$ cat src/rtl/cmd_frontend_pkg.sv
// Shared calculator definitions: opcode encoding, bus widths and frontend FSM states.
package cmd_frontend_pkg;

  localparam int unsigned OP_W   = 2;
  localparam int unsigned DATA_W = 16;
  localparam int unsigned DIP_W  = 8;

  typedef enum logic [OP_W-1:0] {
    OP_NONE = 2'b00,
    OP_PUSH = 2'b01,
    OP_ADD  = 2'b10,
    OP_MUL  = 2'b11
  } cmd_op_e;

  typedef enum logic {
    ST_IDLE,
    ST_PENDING
  } fe_state_e;

  // Zero-extend the switch value to the calculator data width.
  function automatic logic [DATA_W-1:0] push_operand(input logic [DIP_W-1:0] d);
    return {{(DATA_W-DIP_W){1'b0}}, d};
  endfunction

endpackage

$ cat src/rtl/cmd_frontend_if.sv
// Valid/ready command channel from the button frontend to the calculator.
interface cmd_frontend_if;
  import cmd_frontend_pkg::*;

  logic              cmd_valid;
  logic              cmd_ready;
  logic [OP_W-1:0]   cmd_op;
  logic [DATA_W-1:0] cmd_data;

  modport master (output cmd_valid, output cmd_op, output cmd_data, input cmd_ready);
  modport slave  (input cmd_valid, input cmd_op, input cmd_data, output cmd_ready);

endinterface

$ cat src/rtl/cmd_frontend_debounce.sv
// Button conditioning: 2-flop synchronizer, counting debouncer, rising-edge press pulse.
module cmd_frontend_debounce #(
  parameter int unsigned DEBOUNCE_CYCLES = 1000000
) (
  input  logic clk,
  input  logic reset,
  input  logic btn,
  output logic press
);

  localparam int unsigned CW = (DEBOUNCE_CYCLES < 2) ? 1 : $clog2(DEBOUNCE_CYCLES);
  localparam logic [CW-1:0] LAST = CW'(DEBOUNCE_CYCLES - 1);

  logic          sync1;
  logic          sync2;
  logic          stable;
  logic          stable_q;
  logic [CW-1:0] cnt;

  // Synchronize, debounce and register a one-cycle pulse on each stable 0->1 change.
  always_ff @(posedge clk) begin
    if (!reset) begin
      sync1    <= 1'b0;
      sync2    <= 1'b0;
      stable   <= 1'b0;
      stable_q <= 1'b0;
      press    <= 1'b0;
      cnt      <= '0;
    end else begin
      sync1    <= btn;
      sync2    <= sync1;
      stable_q <= stable;
      press    <= stable & ~stable_q;
      if (sync2 == stable) begin
        cnt <= '0;
      end else if (cnt == LAST) begin
        stable <= sync2;
        cnt    <= '0;
      end else begin
        cnt <= cnt + 1'b1;
      end
    end
  end

endmodule

$ cat src/rtl/cmd_frontend.sv
// Turns three bouncy buttons plus operand switches into single valid/ready calculator commands.
module cmd_frontend
  import cmd_frontend_pkg::*;
#(
  parameter int unsigned DEBOUNCE_CYCLES = 1000000
) (
  input  logic              clk,
  input  logic              reset,
  input  logic [DIP_W-1:0]  dip,
  input  logic              aux1,
  input  logic              aux2,
  input  logic              aux3,
  cmd_frontend_if.master    cmd,
  output logic              overflow
);

  logic [DIP_W-1:0]  dip_s1;
  logic [DIP_W-1:0]  dip_s2;
  logic              push_p;
  logic              add_p;
  logic              mul_p;

  fe_state_e         state;
  fe_state_e         state_n;
  cmd_op_e           op_q;
  cmd_op_e           op_n;
  logic [DATA_W-1:0] data_q;
  logic [DATA_W-1:0] data_n;
  logic              drop;
  logic              any_p;
  logic              multi_p;

  cmd_frontend_debounce #(.DEBOUNCE_CYCLES(DEBOUNCE_CYCLES)) u_push (
    .clk   (clk),
    .reset (reset),
    .btn   (aux1),
    .press (push_p)
  );

  cmd_frontend_debounce #(.DEBOUNCE_CYCLES(DEBOUNCE_CYCLES)) u_add (
    .clk   (clk),
    .reset (reset),
    .btn   (aux2),
    .press (add_p)
  );

  cmd_frontend_debounce #(.DEBOUNCE_CYCLES(DEBOUNCE_CYCLES)) u_mul (
    .clk   (clk),
    .reset (reset),
    .btn   (aux3),
    .press (mul_p)
  );

  assign any_p   = push_p | add_p | mul_p;
  assign multi_p = (push_p & add_p) | (push_p & mul_p) | (add_p & mul_p);

  // Two-flop synchronizer for the operand switches.
  always_ff @(posedge clk) begin
    if (!reset) begin
      dip_s1 <= '0;
      dip_s2 <= '0;
    end else begin
      dip_s1 <= dip;
      dip_s2 <= dip_s1;
    end
  end

  // Next-state, command load and dropped-press detection.
  always_comb begin
    state_n = state;
    op_n    = op_q;
    data_n  = data_q;
    drop    = 1'b0;
    case (state)
      ST_IDLE: begin
        if (any_p) begin
          state_n = ST_PENDING;
          drop    = multi_p;
          if (push_p) begin
            op_n   = OP_PUSH;
            data_n = push_operand(dip_s2);
          end else if (add_p) begin
            op_n   = OP_ADD;
            data_n = '0;
          end else begin
            op_n   = OP_MUL;
            data_n = '0;
          end
        end
      end
      ST_PENDING: begin
        drop = any_p;
        if (cmd.cmd_ready) begin
          state_n = ST_IDLE;
          op_n    = OP_NONE;
          data_n  = '0;
        end
      end
      default: begin
        state_n = ST_IDLE;
        op_n    = OP_NONE;
        data_n  = '0;
      end
    endcase
  end

  // State, registered command outputs and sticky overflow.
  always_ff @(posedge clk) begin
    if (!reset) begin
      state    <= ST_IDLE;
      op_q     <= OP_NONE;
      data_q   <= '0;
      overflow <= 1'b0;
    end else begin
      state    <= state_n;
      op_q     <= op_n;
      data_q   <= data_n;
      overflow <= overflow | drop;
    end
  end

  assign cmd.cmd_valid = (state == ST_PENDING);
  assign cmd.cmd_op    = op_q;
  assign cmd.cmd_data  = data_q;

endmodule

$ cat src/flat_wrapper.sv
// flat-port wrapper written by rule: the top's interface ports become plain ports
module cmd_frontend_flat import cmd_frontend_pkg::*;
#(
  parameter int unsigned DEBOUNCE_CYCLES = 1000000
)
  (clk, reset, dip, aux1, aux2, aux3, overflow, cmd_cmd_valid, cmd_cmd_op, cmd_cmd_data, cmd_cmd_ready);
  cmd_frontend_if cmd_i ();
  input  logic clk;
  input  logic reset;
  input  logic [DIP_W-1:0] dip;
  input  logic aux1;
  input  logic aux2;
  input  logic aux3;
  output logic overflow;
  output wire logic [$bits(cmd_i.cmd_valid)-1:0] cmd_cmd_valid;
  output wire logic [$bits(cmd_i.cmd_op)-1:0] cmd_cmd_op;
  output wire logic [$bits(cmd_i.cmd_data)-1:0] cmd_cmd_data;
  input wire logic [$bits(cmd_i.cmd_ready)-1:0] cmd_cmd_ready;
  assign cmd_cmd_valid = cmd_i.cmd_valid;
  assign cmd_cmd_op = cmd_i.cmd_op;
  assign cmd_cmd_data = cmd_i.cmd_data;
  assign cmd_i.cmd_ready = cmd_cmd_ready;
  cmd_frontend #(.DEBOUNCE_CYCLES(DEBOUNCE_CYCLES)) u_core (.clk(clk), .reset(reset), .dip(dip), .aux1(aux1), .aux2(aux2), .aux3(aux3), .cmd(cmd_i), .overflow(overflow));
endmodule
$ cat config.mk
export PLATFORM = sky130hd
export DESIGN_NAME = cmd_frontend_flat
export DESIGN_NICKNAME = d
export VERILOG_FILES = /design/src/rtl/cmd_frontend_pkg.sv /design/src/rtl/cmd_frontend_if.sv /design/src/rtl/cmd_frontend_debounce.sv /design/src/rtl/cmd_frontend.sv /design/src/flat_wrapper.sv
export SDC_FILE = /design/constraint.sdc
export NUM_CORES = 1
export LEC_CHECK = 0
export ABC_AREA = 0
export BUFFER_PORTS_ARGS = -buffer_cell sky130_fd_sc_hd__buf_2
export CORE_MARGIN = 2
export CORE_UTILIZATION = 55
export CTS_CLUSTER_DIAMETER = 30
export CTS_CLUSTER_SIZE = 28
export DETAILED_ROUTE_END_ITERATION = 8
export PLACE_DENSITY = 0.71
export SETUP_SLACK_MARGIN = 0.3
export SYNTH_ARGS = -nofsm -noshare
export SYNTH_HDL_FRONTEND = slang
export SYNTH_HIERARCHICAL = 1
export SYNTH_SLANG_ARGS = --single-unit
$ cat constraint.sdc
create_clock -name clk -period 3.1 [get_ports clk]
set_input_delay 0.155 -clock clk [delete_from_list [all_inputs] [get_ports clk]]
set_output_delay 0.155 -clock clk [all_outputs]
set_load 0.02 [all_outputs]
Word-level counts from Yosys, hierarchy flattened
Cells that the tools add are included.
Widths: inputs -> output; s select.
{"block": "totals", "regBits": 111, "wordCells": 75, "inputBits": 14, "output_inout_bits": 20}
{"block": "op_classes", "n_eq_ne": 8, "n_mux": 14, "n_reduce_logical": 7, "bitwise": 19, "addsub": 3}
{"operator": "$add 20x1->20 const B", "n": 3}
{"operator": "$eq 20x20->1 const B", "n": 3}
{"operator": "$mux 16", "n": 2}
{"operator": "$pmux 16 s2", "n": 1}
{"operator": "$reduce_or 3->1", "n": 3}
{"operator": "$mux 8", "n": 1}
{"operator": "$not 1->1", "n": 8}
{"operator": "$reduce_and 2->1", "n": 4}
{"operator": "$and 1x1->1", "n": 6}
{"operator": "$mux 2", "n": 3}
{"operator": "$or 1x1->1", "n": 5}
{"operator": "$mux 1", "n": 4}
{"operator": "$pmux 1 s2", "n": 2}
{"operator": "$pmux 2 s2", "n": 1}
{"operator": "$eq 1x1->1", "n": 3}
{"operator": "$ne 2x1->1 const B", "n": 1}
{"operator": "$ne 2x2->1 const B", "n": 1}

Depth between registers and ports, before layout
Gate-level depths: netlist of run 1.
{"block": "depth", "ltp_word": 6, "ltp_mapped": 6, "mapped_depth_nobuf": 5}

Hierarchy
Netlist of run 1, hierarchy kept.
{"mod": "cmd_frontend_debounce", "area_per_inst_um2": 1081.0, "cells_per_inst": 116, "instances": 3, "seq_area_each_um2": 500.5}
{"mod": "cmd_frontend", "area_per_inst_um2": 928.4, "cells_per_inst": 82, "instances": 1, "seq_area_each_um2": 560.5}

Least setup slack after synthesis of run 1
Ideal clock, no wire load.
{"block": "synth_timing", "path_kind": "register -> register", "start": "register u_core.u_add.cnt[16]", "end": "register u_core.u_add.cnt[10]", "n_path_buf": 1, "t_arrival_ps": 1832, "setup_ps": 115, "stages_incl_launch_ff": 6, "synth_period_minus_slack_ps": 1947, "path_slack_ps": 1153, "t_required_ps": 2985, "path_cell_list": "dfxtp_1 nand3_1 or4b_2 o31ai_4 buf_4 nor2_1"}
{"block": "synth_via", "elab_chain_cells": 2}
{"item": "from (decl)", "line_no": "cmd_frontend_debounce.sv:18", "text": "logic [CW-1:0] cnt;"}
{"item": "from (signal assigned)", "line_no": "cmd_frontend_debounce.sv:40", "text": "cnt <= cnt + 1'b1;"}
{"item": "$eq 20x20->1", "line_no": "cmd_frontend_debounce.sv:36", "text": "end else if (cnt == LAST) begin"}
{"item": "$reduce_or 3->1 (no source line)"}
Every way passes these cells.
A chain may end at the register's enable or synchronous reset.

Final worst setup path of run 1
{"block": "layout_timing", "start": "register u_core.u_push.cnt[16]", "end": "register u_core.u_push.cnt[9]"}
{"block": "layout_via", "elab_chain_cells": 2}
{"item": "from (decl)", "line_no": "cmd_frontend_debounce.sv:18"}
{"item": "from (signal assigned)", "line_no": "cmd_frontend_debounce.sv:40"}
{"item": "$eq 20x20->1", "line_no": "cmd_frontend_debounce.sv:36"}
{"item": "$reduce_or 3->1 (no source line)"}
Every way passes these cells.

==> reports/qor.yml, run 1 <==
clock_tree:
  clock_latency_ns: 0.36
  clock_path_buffers: 2
  post-cts-setup-buffers: 0
  cts-root-buf: "clkbuf_8"
  cts_max_level: 3
  cts.reportedPaths.clkPinSlew_ns: 0.10
  total_cts_buffers: 9
  clock_tree_from_tritoncts: "yes"
  number_of_sinks_handled_by_clock_tree_synthesis: 103
yosys:
  synth_area_sq_um: 4170
  ys_ff_latch: 103
  synth-edff-count: 0
  synthDistinctLibCells: 39
  ys_dominant_reg_cell: "dfxtp_1"
  synth.avg_cell_area_sq_um: 9.70
  synth-async-reset-ratio_pct: 0
  gate_count_post_synth: 430
  synth.yosys.warnings: 6
  synth_seq_area_share_pct: 49.4
worst_setup_path:
  crit_family: "simple AND/OR/NAND/NOR gates"
  worst-path-buf-inv: 0
  crit_path_start_kind: "flop"
  r2r.worst_path.cells: 4
  critPathArrivalTime_ns: 2.48
  r2r_setup_slack_ns: 0.83
  endpoint_kind: "flop"
  chain_of_cells_forming_the_critical_path: "nand3_1 > or4b_2 > o31ai_4 > nor2_1"
  critPathMaxFanout: 19
  reg_to_reg_startpoint: "u_core/u_push/cnt[16]"
  worst_path_cell_with_the_longest_stage_delay: "o31ai_4"
  critPathRequiredTime_ns: 3.31
  crit_path_max_incr_delay_ns: 0.75
  timing.setup.critical_path_class: "flop to flop"
  r2r-end: "u_core/u_push/cnt[9]"
routing:
  initialDrtViolationCount: 78
  post-route-drc-count: 0
  vias_per_cell: 5.29
  routed_length_per_placed_instance_um: 12.4
  detail_route.first_pass.iterations: 5
  route.final.wire_length_um: 7090
  via_count: 3023
  post_route_ant_nets: 0
timing:
  unrepaired_setup_endpoints_after_global_routing: "no"
  timing.final.crit_period_ns: 2.27
  timing.clock.skew_ns: 0.00846
  fin_worst_hold_slack_ns: 0.0360
  final_max_slew_viol_count: 0
  maxSlewHeadroom_pct: 47.0
  setup_violations: 0
  max_slew.worst_pin.slew_ns: 0.794
  final.setup.tns_ns: 0
  finalHoldViolCount: 0
  max_freq_mhz: 441
  timing.final.crit_share_pct: 73.2
grt:
  grt_start_max_net_pins: 40
  vias_in_the_first_global_route: 2751
  antenna_found_initial: 0
  overall_fraction_of_global_route_tracks_in_use_pct: 18.4
  first_pass_grt_wire_length_um: 12300
  global_route.overflow_total: 0
pwr:
  power_frac_seq_pct: 60.5
  cellInternalPower_mw: 1.74
  comb_power_share_pct: 2.5
  total_switching_power_mw: 0.479
  p_per_area_nw_per_um2: 478
  power.leakage_nw: 1.64
  vdd_ir_drop_max_mv: 0.249
  clkPwrFrac_pct: 37.0
  p_sw_share_pct: 21.6
min_path:
  timing.hold.worst.class: "input port to flop"
  hold-path-cell-count: 2
  whs_endpoint: "u_core/dip_s1[7]"
  hold_path.startpoint: "dip[7]"
placed_design:
  place.detailed.instances: 545
  dp.final_hpwl_um: 4840
  globalplace.congestion: 0.747
  port_buffers: 25
floorplan:
  floorplan.die.height_um: 91.1
  core_region_area_sq_um: 7290
  design.portCount: 34
  die-area_sq_um: 8300
  std_cell_rows: 31
  initial_utilization_pct: 57.2
  die-width_um: 91.1
final_layout:
  final_nets: 484
  post_route_cells_drive_above_1_share_pct: 14.2
  final_cells: 571
  synthToLayoutAreaGrowth_pct: 11.1
  count_of_inserted_antenna_diode_cells: 0
job:
  max_cap_violations: 0
status:
  run_status: "completed"
[metrics by stage]
step | util [%] | power [mW] | setup WS, ns | instance area (sq um)
after detailed placement | 59.5 | 1.42 | 0.859 | 4340
after global routing | 63.6 | 2.31 | 0.692 | 4640
final | 63.6 | 2.22 | 0.830 | 4640
after floorplan | - | 1.41 | 1.15 | 4200
after CTS | 63.6 | 2.25 | 0.828 | 4640
after global placement | 59.5 | 1.42 | 0.911 | 4340
[per-layer routing]
metal | track usage (%) | wire, um
met1 | 22.0 | 3320
met2 | 31.2 | 3420
met3 | 5.39 | 222
met4 | 6.82 | 123
met5 | 0 | 0
[final cells by class]
class | instances | area, sq um
Inverter | 10 | 37.5
Timing Repair Buffer | 35 | 225
Sequential cell | 103 | 2060
Tap cell | 99 | 124
Clock buffer | 9 | 124
Fill cell | 648 | 2660
Clock inverter | 7 | 70.1
Multi-Input combinational cell | 308 | 1990
[power by group through the flow]
stage / logic, mW / registers (mW) / clock network, mW
after floorplan: 0.0393 / 1.37 / 0
after global placement: 0.0449 / 1.37 / 0
after detailed placement: 0.0460 / 1.37 / 0
after CTS: 0.0557 / 1.34 / 0.854
after global routing: 0.0612 / 1.34 / 0.907
final: 0.0551 / 1.34 / 0.819
[how the worst max path moves through the flow]
stage / start / end / slack [ns] / depth (start not counted)
6_report: u_core/u_push/cnt[16] / u_core/u_push/cnt[9] / 0.83 / 4
5_1_grt: u_core/u_add/cnt[16] / u_core/u_add/cnt[8] / 0.69 / 4
4_1_cts: u_core/u_push/cnt[16] / u_core/u_push/cnt[9] / 0.83 / 4
3_5_place_dp: u_core/u_push/cnt[16] / u_core/u_push/cnt[9] / 0.86 / 4
3_3_place_gp: u_core/u_push/cnt[16] / u_core/u_push/cnt[12] / 0.91 / 4
2_1_floorplan: u_core/u_add/cnt[16] / u_core/u_add/cnt[10] / 1.15 / 5
[synth_stat cells, types with 6 or more instances]
master | instances | share of area (%)
dfxtp_1 | 103 | 49
nor2_1 | 57 | 5.1
xnor2_1 | 33 | 6.9
nand2_1 | 28 | 2.5
and2_1 | 25 | 3.7
nand3_1 | 21 | 2.5
nor3_1 | 15 | 1.8
nor4_1 | 15 | 2.2
xor2_1 | 12 | 2.5
buf_4 | 11 | 2.0
a21oi_1 | 10 | 1.2
inv_1 | 10 | 0.90
and3_1 | 9 | 1.3
or4_1 | 9 | 1.6
a22o_1 | 8 | 1.7
o21ai_0 | 8 | 0.96
nand4_1 | 6 | 0.90
o31ai_1 | 6 | 1.1
[repair_timing]
| action | 4_1_cts | 5_1_grt |
|---|---|---|
| hold endpoints to repair | 10 | 0 |
| gates resized for setup | 0 | 0 |
| hold buffers | 10 | 0 |
[logic make-up after synthesis]
logic type / after synthesis / share of synthesized area (%)
and+or+nand+nor: 205 / 27.6
DFF: 103 / 49.4
xor gates and xnor gates: 45 / 9.45
AOI/OAI and AO/OA: 44 / 8.37
buffers and inverters: 26 / 3.42
adders and majority gates: 3 / 0.900
muxes: 3 / 0.720
other: 1 / 0.0899
[registers in the layout, indices dropped and copies added (netlist names), 2 cells and up]
name	flops
u_core/u_add/cnt	20
u_core/u_push/cnt	20
u_core/cmd.cmd_data	8
u_core/dip_s1	8
u_core/cmd.cmd_op	2
u_core/dip_s2	8
u_core/u_mul/cnt	20
[cells in the final DEF, fill, tap and decap left out, drive strengths merged, types with 2 or more instances in the layout]
| cell type | synthesis | layout |
|---|---|---|
| inv | 10 | 12 |
| o31ai | 9 | 9 |
| and3 | 9 | 9 |
| a21oi | 13 | 13 |
| and2 | 25 | 25 |
| nand2 | 28 | 28 |
| nor4 | 16 | 16 |
| o21a | 2 | 2 |
| xor2 | 12 | 12 |
| or2 | 3 | 3 |
| nor3 | 15 | 15 |
| dlygate4sd3 | 0 | 10 |
| nand4 | 12 | 12 |
| a22o | 8 | 8 |
| buf | 14 | 25 |
| or3 | 3 | 3 |
| nor2 | 57 | 57 |
| dfxtp | 103 | 103 |
| conb | 1 | 8 |
| o21ai | 8 | 8 |
| ha | 3 | 3 |
| or4 | 9 | 9 |
| xnor2 | 33 | 33 |
| nand3 | 21 | 21 |
| or4b | 6 | 6 |
| clkinv | 0 | 3 |
| clkbuf | 2 | 9 |
| mux2i | 3 | 3 |
Note: power is estimated with default switching activity, not from simulation.
==> inputs of run 2 (changes only) <==
==> constraint.sdc (replaced) <==
create_clock -name clk -period 2.3 [get_ports clk]
set_input_delay 0.115 -clock clk [delete_from_list [all_inputs] [get_ports clk]]
set_output_delay 0.115 -clock clk [all_outputs]
set_load 0.02 [all_outputs]
==> run 2 against run 1 <==
Compared with the run above:
- cell area rose by 2.4%
- die area did not move
- clock power rose by 33%
- combinational power is 50% higher
- hold slack improved by 0.030 ns
- register-to-register slack got worse by 0.45 ns
- non-clock buffer count increased by 9
- power increased by 35%
- flip-flop and latch count stayed put
- largest cell class unchanged
==> reports/qor.yml, run 2 (same netlist as run 1, synthesis figures left out) <==
job:
  max_cap_violations: 0  # unchanged
min_path:
  whs_endpoint: "u_core/cmd.cmd_valid"
  hold-path-cell-count: 4  # +2
  hold_path.startpoint: "cmd_cmd_ready"
  timing.hold.worst.class: "input port to flop"
floorplan:
  core_region_area_sq_um: 7290  # unchanged
  die-area_sq_um: 8300  # unchanged
  std_cell_rows: 31  # unchanged
  design.portCount: 34  # unchanged
  initial_utilization_pct: 57.2  # unchanged
  floorplan.die.height_um: 91.1  # unchanged
  die-width_um: 91.1  # unchanged
worst_setup_path:
  chain_of_cells_forming_the_critical_path: "nand4_4 > or4_4 > or4b_4 > a21oi_2"
  reg_to_reg_startpoint: "u_core/u_push/cnt[9]"
  critPathRequiredTime_ns: 2.61  # -0.70 ns
  r2r_setup_slack_ns: 0.38  # -0.45 ns
  r2r-end: "u_core/u_push/cnt[17]"
  critPathMaxFanout: 8  # -11
  worst-path-buf-inv: 0  # unchanged
  endpoint_kind: "flop"
  r2r.worst_path.cells: 4  # unchanged
  crit_path_start_kind: "flop"
  crit_path_max_incr_delay_ns: 0.61  # -0.14 ns
  timing.setup.critical_path_class: "flop to flop"
  critPathArrivalTime_ns: 2.23  # -0.25 ns
  cp-startpoint: "u_core/u_push/cnt[9]"
  worst_path_cell_with_the_longest_stage_delay: "or4_4"
  crit_family: "simple AND/OR/NAND/NOR gates"
placed_design:
  globalplace.congestion: 0.835  # +12%
  port_buffers: 25  # unchanged
  place.detailed.instances: 552  # +1.3%
  post_place_setup_slack_ns: 0.259  # -0.601 ns
  dpl-instance-area_sq_um: 4390  # +1.2%
  dp.final_hpwl_um: 4910  # +1.5%
grt:
  global_route.overflow_total: 0  # unchanged
  antenna_found_initial: 0  # unchanged
  vias_in_the_first_global_route: 2895  # +5.2%
  overall_fraction_of_global_route_tracks_in_use_pct: 18.7  # +0.34 points
  first_pass_grt_wire_length_um: 12600  # +2.9%
  grt_start_max_net_pins: 22  # -45%
clock_tree:
  number_of_sinks_handled_by_clock_tree_synthesis: 103  # unchanged
  cts-root-buf: "clkbuf_8"
  cts_max_level: 3  # unchanged
  clock_path_buffers: 2  # unchanged
  post-cts-setup-buffers: 0  # unchanged
  cts.reportedPaths.clkPinSlew_ns: 0.10  # about the same
  total_cts_buffers: 9  # unchanged
  clock_latency_ns: 0.36  # about the same
  clock_tree_from_tritoncts: "yes"
timing:
  timing.final.crit_share_pct: 83.6  # +10 points
  max_slew.worst_pin.slew_ns: 0.566  # -0.228 ns
  post-route-worst-setup-slack_ns: 0.377  # -0.453 ns
  unrepaired_setup_endpoints_after_global_routing: "no"
  maxSlewHeadroom_pct: 62.1  # +15 points
  final.setup.tns_ns: 0  # unchanged
  max_freq_mhz: 520  # +18%
  final_max_slew_viol_count: 0  # unchanged
  setup_violations: 0  # unchanged
  finalHoldViolCount: 0  # unchanged
  timing.final.crit_period_ns: 1.92  # -0.347 ns
  timing.clock.skew_ns: 0.00676  # -0.00170 ns
final_layout:
  layout_common_cells: "94 x dfxtp_1, 57 x nor2_1, 33 x xnor2_1, 28 x nand2_1"
  synthToLayoutAreaGrowth_pct: 13.8
  fillerInstances: 652  # +0.62%
  reg_top3: "u_core/u_add/cnt x20, u_core/u_mul/cnt x20, u_core/u_push/cnt x20"
  layout.cell_area.non_filler_sq_um: 4750  # +2.4%
  post_route_cells_drive_above_1_share_pct: 18.1  # +3.9 points
  final_cells: 580  # +1.6%
  count_of_inserted_antenna_diode_cells: 0  # unchanged
  final_common_cell: "dfxtp_1"
  final_nets: 493  # +1.9%
pwr:
  power.leakage_nw: 1.69  # +3.0%
  vdd_ir_drop_max_mv: 0.413  # +66%
  power_total_mw: 2.98  # +35%
  p_per_area_nw_per_um2: 629  # +32%
routing:
  post-route-drc-count: 0  # unchanged
  initialDrtViolationCount: 111  # +42%
  detail_route.first_pass.iterations: 4  # -1
  route.final.wire_length_um: 7350  # +3.7%
  routed_length_per_placed_instance_um: 12.7  # +2.1%
  vias_per_cell: 5.29  # -0.15%
  via_count: 3066  # +1.4%
  post_route_ant_nets: 0  # unchanged
status:
  run_status: "completed"
## run 2: cell types whose count changed in the layout (fill, tap and decap cells not counted), sizes merged
cell / previous run / this run
clkinvlp: 1 / 2
clkinv: 3 / 1
dlygate4sd3: 10 / 11
inv: 12 / 13
bufinv: 1 / 0
clkbuf: 9 / 10
buf: 25 / 33
## run 2: where the power goes
group	switching, mW	internal (mW)	total, mW
Clock	0.644	0.451	1.09
Sequential	0.00593	1.80	1.81
Combinational	0.0438	0.0386	0.0824
## run 2: per-layer routing
| layer | routed length (um) | global-route usage (%) |
|---|---|---|
| met5 | 0 | 0 |
| met4 | 84 | 6.06 |
| met3 | 240 | 5.31 |
| met2 | 3630 | 32.3 |
| met1 | 3400 | 22.5 |
## run 2: layout make-up
type	instances	area, sq um	share of cell area [%]
Multi-Input combinational cell	308	2000	42.2
Sequential cell	103	2070	43.7
Inverter	10	37.5	0.791
Clock buffer	10	138	2.90
Tap cell	99	124	2.61
Clock inverter	6	62.6	1.32
Timing Repair Buffer	44	307	6.46
## run 2: worst max-delay path by stage
stage / to / cells after the start
2_1_floorplan: u_core/u_add/cnt[15] / 5
3_3_place_gp: u_core/u_mul/cnt[17] / 4
3_5_place_dp: u_core/u_mul/cnt[17] / 4
4_1_cts: u_core/u_mul/cnt[17] / 4
5_1_grt: u_core/u_mul/cnt[12] / 5
6_report: u_core/u_push/cnt[17] / 4
## run 2: stage by stage
stage	hold WS, ns	utilization, %
after global routing	0.0803	65.1
after detailed placement	0.324	60.3
final	0.0660	65.1
after floorplan	0.237	-
after global placement	0.320	60.3
after CTS	0.0450	64.7
## run 2: timing repair
item,CTS,global route
hold buffers,11,0
gates cloned,0,1
setup endpoints to repair,6,57
gates resized for setup,7,10
hold endpoints to repair,11,0
## run 2: worst register-to-register path, stage by stage, from the launching register on
cell and delay (ns):
dfxtp_1 0.44, nand4_4 0.16, or4_4 0.61, or4b_4 0.53, a21oi_2 0.13
